<file path="config.mk">
export PLATFORM = sky130hd
export DESIGN_NAME = object_event_tracker
export DESIGN_NICKNAME = d
export VERILOG_FILES = /design/src/rtl/object_event_tracker.sv
export SDC_FILE = /design/constraint.sdc
export NUM_CORES = 1
export LEC_CHECK = 0
export CAP_MARGIN = 20
export CORE_MARGIN = 8
export CORE_UTILIZATION = 54
export CTS_CLUSTER_DIAMETER = 60
export DETAILED_ROUTE_END_ITERATION = 8
export PLACE_DENSITY = 0.85
export SETUP_SLACK_MARGIN = 0.05
export SYNTH_ARGS = -nofsm -noshare
export SYNTH_HDL_FRONTEND = slang
export SYNTH_SLANG_ARGS = --single-unit
export TNS_END_PERCENT = 20
</file>
<file path="constraint.sdc">
create_clock -name clk -period 2.4 [get_ports clk]
set_input_delay 0.36 -clock clk [delete_from_list [all_inputs] [get_ports clk]]
set_output_delay 0.36 -clock clk [all_outputs]
set_load 0.02 [all_outputs]
</file>
<file path="src/rtl/object_event_tracker.sv">
// Tracks arrivals and dwell time of a debounced presence level and hands each completed
// event downstream through a one-entry valid/ready register. Optional: OBJ_TIMEOUT_EN.
module object_event_tracker #(
  parameter int CNT_W   = 8,
  parameter int DW_W    = 16,
  parameter int TIMEOUT = 1000
) (
  input  logic             clk,
  input  logic             rst,
  input  logic             object_i,
  input  logic             clr_i,
  input  logic             evt_ready_i,
  output logic             evt_valid_o,
  output logic [DW_W-1:0]  evt_dwell_o,
  output logic [CNT_W-1:0] obj_count_o,
  output logic             present_o,
  output logic             overflow_o,
  output logic             timeout_o
);

  // Handshake: an event transfers on a clock edge where evt_valid_o && evt_ready_i;
  // evt_dwell_o holds steady while evt_valid_o is high and not yet accepted.

  localparam logic IDLE    = 1'b0;
  localparam logic PRESENT = 1'b1;

  localparam logic [DW_W-1:0] DW_MAX = '1;

  logic             state_q, state_d;
  logic             obj_q;
  logic [DW_W-1:0]  dwell_q, dwell_d;
  logic [CNT_W-1:0] count_q, count_d;
  logic             valid_q, valid_d;
  logic [DW_W-1:0]  evt_dwell_q, evt_dwell_d;
  logic             ovf_q, ovf_d;
  logic             timeout_q, timeout_d;
  logic             rise;
  logic             done;

  assign rise = object_i & ~obj_q;

  always_comb begin
    state_d = state_q;
    dwell_d = dwell_q;
    count_d = count_q;
    done    = 1'b0;
    case (state_q)
      IDLE: begin
        if (rise) begin
          state_d = PRESENT;
          dwell_d = DW_W'(1);
          count_d = count_q + 1'b1;
        end
      end
      default: begin
        if (object_i) begin
          if (dwell_q != DW_MAX) dwell_d = dwell_q + 1'b1;
        end else begin
          state_d = IDLE;
          done    = 1'b1;
        end
      end
    endcase
  end

  // A completed event may replace one that is being consumed on the same edge.
  always_comb begin
    valid_d     = valid_q;
    evt_dwell_d = evt_dwell_q;
    ovf_d       = ovf_q;
    if (done) begin
      if (!valid_q || evt_ready_i) begin
        valid_d     = 1'b1;
        evt_dwell_d = dwell_q;
      end else begin
        ovf_d = 1'b1;
      end
    end else if (valid_q && evt_ready_i) begin
      valid_d = 1'b0;
    end
  end

`ifdef OBJ_TIMEOUT_EN
  localparam logic [DW_W-1:0] TIMEOUT_V = DW_W'(TIMEOUT);
  // Saturation keeps dwell_q at its value, so the second term blocks re-firing.
  assign timeout_d = (state_d == PRESENT) && (dwell_d == TIMEOUT_V) &&
                     ((state_q == IDLE) || (dwell_q != TIMEOUT_V));
`else
  localparam int unused_timeout = TIMEOUT;
  assign timeout_d = 1'b0;
`endif

  always_ff @(posedge clk or posedge rst) begin
    if (rst) begin
      state_q     <= IDLE;
      obj_q       <= 1'b0;
      dwell_q     <= '0;
      count_q     <= '0;
      valid_q     <= 1'b0;
      evt_dwell_q <= '0;
      ovf_q       <= 1'b0;
      timeout_q   <= 1'b0;
    end else begin
      obj_q <= object_i;
      if (clr_i) begin
        state_q     <= IDLE;
        dwell_q     <= '0;
        count_q     <= '0;
        valid_q     <= 1'b0;
        evt_dwell_q <= '0;
        ovf_q       <= 1'b0;
        timeout_q   <= 1'b0;
      end else begin
        state_q     <= state_d;
        dwell_q     <= dwell_d;
        count_q     <= count_d;
        valid_q     <= valid_d;
        evt_dwell_q <= evt_dwell_d;
        ovf_q       <= ovf_d;
        timeout_q   <= timeout_d;
      end
    end
  end

  assign evt_valid_o = valid_q;
  assign evt_dwell_o = evt_dwell_q;
  assign obj_count_o = count_q;
  assign present_o   = (state_q == PRESENT);
  assign overflow_o  = ovf_q;
  assign timeout_o   = timeout_q;

endmodule

</file>
==> results.md <==
* Run status: finished clean
* Detailed placer's ending HPWL at 3274 um
* Comb power frac at 5.9%
* Placed cells at 304
* Layout Skew at 0.007988 ns
* Worst Path Max Fanout at 11
* Fin crit period at a little under 2 ns
* Post-CTS Resized at 0
* Post-synthesis xor/xnor area fraction at roughly 2.8%
* Reg power frac at 54.2%
* Clock-pin slew on the worst setup and hold paths at 0.08 ns
* Fmax at 0.5068 GHz
* CP peak stage delay at 0.44 ns
* Core region area at 3971 um^2
* # IOs at 33
* Slowest CP cell: dfrtp_1
* Post-CTS Setup Bufs at 0
* Final nets at 268
* Routed Antenna Nets at 0
* Die height at 80.10 um
* CTS H-tree depth at 2
* Mapped Cells at roughly 240
* DR vias at 1782
* Critical Path RT at 2.64 ns
* Die area at 6415 um^2
* Peak VDD IR at 0.3272 mV
* FP Rows at 23
* Mapped cell area at 2218 um^2
* Initial antenna violation count at 0
* Clk root buf: clkbuf_8
* Vias in the first global route at 1711
* Switching share of power at between 20% and 30%
* Setup TNS at 0 ns
* Reg2reg end: dwell_q[0]$_DFFE_PP0P_
* Placed cell area at 2522 um^2
* Largest family of logic cells by synthesized area: simple AND/OR/NAND/NOR gates
* Worst setup EP type: flip-flop
* Post-synth ARST share at 100.0%
* Synth Flop Type: dfrtp_1
* Area Overhead vs Synth at 18.56%
* Min-delay worst type: input pin to async pin
* Post-synthesis sequential area ratio at roughly 50%
* CP Launch Type: flip-flop
* Post-route DRC at 0
* Synth Area in Compound Gates at between 10% and 20%
* Leakage at 1.104 nW
* Syn nets at between 200 and 250
* Crit share post-route at 82.21%
* Total detailed-routing wirelength at about 4700 um
* Endpoints failing hold at 0
* Initial Utilization at between 50% and 60%
* Max Slew Vio Count at 0
* R2R depth at 5
* Clock Tree Buf Depth at 2
* Post-synthesis simple-gate area fraction at 20.87%
* Final Wtd Congestion at 0.8527
* Die width at 80.10 um
* Critical path buffer and inverter count at 0
* Kind of cell adding the most delay to the critical path: simple AND/OR/NAND/NOR gates
* Fraction of synthesized area in multiplexers at approximately 1.4%
* Wire length of the first global-routing pass at 7928 um
* Overflow after GRT at 0
* I/O Buffers at 31
* CP Cell Sequence: ha_1 -> and3_1 -> and2_1 -> nand3b_1 -> o2bb2a_2
* GRT Resource Usage Total at 15.44%
* Largest net degree at the start of global routing at 45
* Count of different cell masters after synthesis at 43
* Share of cells above drive strength 1 at ~6.9%
* Syn Area/Cell at approximately 9.4 um^2
* Inserted Clock Buffers at 5
* Power per cell area at 528.8 nW/um^2
* Clk_lat worst skew at 0.30 ns
* Setup violators final at 0
* Worst-Margin Slew at 0.8596 ns
* Worst R2R Start: dwell_q[0]$_DFFE_PP0P_
* Switching power at 0.3074 mW
* CTS tree: done
* RSZ-0062 raised after global routing: false
* Drt via density at 5.712
* Adder-cell area share of the yosys netlist at 1.128%
* Flip-flop and latch count after synthesis at 44
* Hold-fix buffers, CTS at 0
* TritonRoute pass-1 iters at 4
* Worst Path Arrival at 2.22 ns
* Hold slack final at 0.4971 ns
* Slew HR at about 43%
* Synthesis warning total at 0
* Non-Filler Instances at 312
* Max Cap Viol at 0
* Design Area, Final at 2630 um^2
* Worst reg-to-reg setup slack at 0.43 ns
* Power share of the clock group at 39.9%
* Iteration-0 DRC count of the detailed router at around 160
* Clock Sinks at 44
* Crit Path Category: flip-flop to flip-flop
* Number of synthesized flops with an enable pin at 0
* Drt wl/cell at ~15 um
* Antenna Cells at 0
* Int Power at 1.083 mW
==> layout by cell type (no fill, tap or decap), types with 4 or more instances in the layout <==
| cell type | instances |
|---|---|
| and3_1 | 6 |
| clkdlybuf4s50_1 | 31 |
| inv_1 | 7 |
| o211ai_1 | 5 |
| o21ai_0 | 10 |
| a31oi_1 | 5 |
| nand2b_1 | 4 |
| nand2_1 | 43 |
| clkbuf_8 | 5 |
| xor2_1 | 6 |
| nand4_1 | 4 |
| nand3_1 | 5 |
| buf_4 | 4 |
| a21oi_1 | 24 |
| o311ai_0 | 5 |
| dfrtp_1 | 44 |
| nor2_1 | 14 |
==> sequential cells by signal (all words and copies together) (netlist names) <==
signal and flops:
evt_valid_o 1, present_o 1, evt_dwell_o 16, dwell_q 16, obj_count_o 8, overflow_o 1, obj_q 1
==> cells in the mapped netlist (all sizes together), types with 3 or more instances <==
library cell	n	area [um^2]
inv	7	26.28
dfrtp	44	1101
buf	11	73.81
and2	4	26.28
nand3	5	25.02
o21ai	10	50.05
o211ai	5	37.54
xor2	6	52.55
o311ai	5	43.79
and4	3	26.28
a41oi	3	26.28
nand2b	4	25.02
clkbuf	6	25.02
nor2b	3	18.77
nand4	4	25.02
nor2	14	52.55
nand2	43	161.4
a31oi	5	31.28
and3	6	37.54
a21oi	24	120.1
==> how the worst max path moves through the flow <==
stage | endpoint | start | slack, ns | cells after the start
2_1_floorplan | dwell_q[14]$_DFFE_PP0P_ | dwell_q[0]$_DFFE_PP0P_ | 0.71 | 7
3_3_place_gp | dwell_q[9]$_DFFE_PP0P_ | object_i | 0.30 | 4
3_5_place_dp | dwell_q[12]$_DFFE_PP0P_ | object_i | 0.28 | 4
4_1_cts | dwell_q[0]$_DFFE_PP0P_ | dwell_q[0]$_DFFE_PP0P_ | 0.43 | 5
5_1_grt | dwell_q[0]$_DFFE_PP0P_ | dwell_q[0]$_DFFE_PP0P_ | 0.29 | 5
6_report | dwell_q[0]$_DFFE_PP0P_ | dwell_q[0]$_DFFE_PP0P_ | 0.43 | 5
==> layout make-up <==
| type | instances | area [um^2] |
|---|---|---|
| sequential | 44 | 1101 |
| fill | 319 | 1341 |
| multi-input combinational | 168 | 992.2 |
| timing repair buffer | 35 | 340.3 |
| clock inverter | 2 | 35.03 |
| inverter | 7 | 26.28 |
| tap | 50 | 62.56 |
| clock buffer | 6 | 72.57 |
==> per-layer routing <==
layer	vias to the layer above	global-route usage, %	share of wire, %
met5	-	0	0
met4	0	6.545	0.77
met3	4	4.688	6.6
met2	52	23.52	46
met1	837	19.82	46
li1	889	-	-
==> kinds of logic after synthesis <==
group,count (synthesis)
fa+ha+maj,2
flops,44
mux,3
other cells,1
compound gates,62
buf+inv,24
simple gates,93
xor+xnor,7
==> through the flow <==
| stage | power [mW] | worst slack (ns) | util [%] |
|---|---|---|---|
| after floorplan | 0.8239 | 0.7095 | - |
| final | 1.391 | 0.4270 | 66.23 |
| after global routing | 1.446 | 0.2872 | 66.23 |
| after detailed placement | 0.8520 | 0.2849 | 63.52 |
| after CTS | 1.406 | 0.4330 | 66.23 |
| after global placement | 0.8505 | 0.3019 | 63.52 |
==> power groups by stage <==
stage | clock network, mW | registers (mW) | logic [mW]
floorplan | 0 | 0.771 | 0.0533
global placement | 0 | 0.769 | 0.0820
detailed placement | 0 | 0.769 | 0.0833
CTS | 0.569 | 0.754 | 0.0836
global route | 0.598 | 0.755 | 0.0931
finish | 0.555 | 0.754 | 0.0821
==> worst reg2reg max path, stage by stage, from the launching register on <==
cell and delay, ns:
dfrtp_1 0.44, ha_1 0.21, and3_1 0.35, and2_1 0.21, nand3b_1 0.33, o2bb2a_2 0.38
No activity file was read; power rests on OpenSTA's default activity.
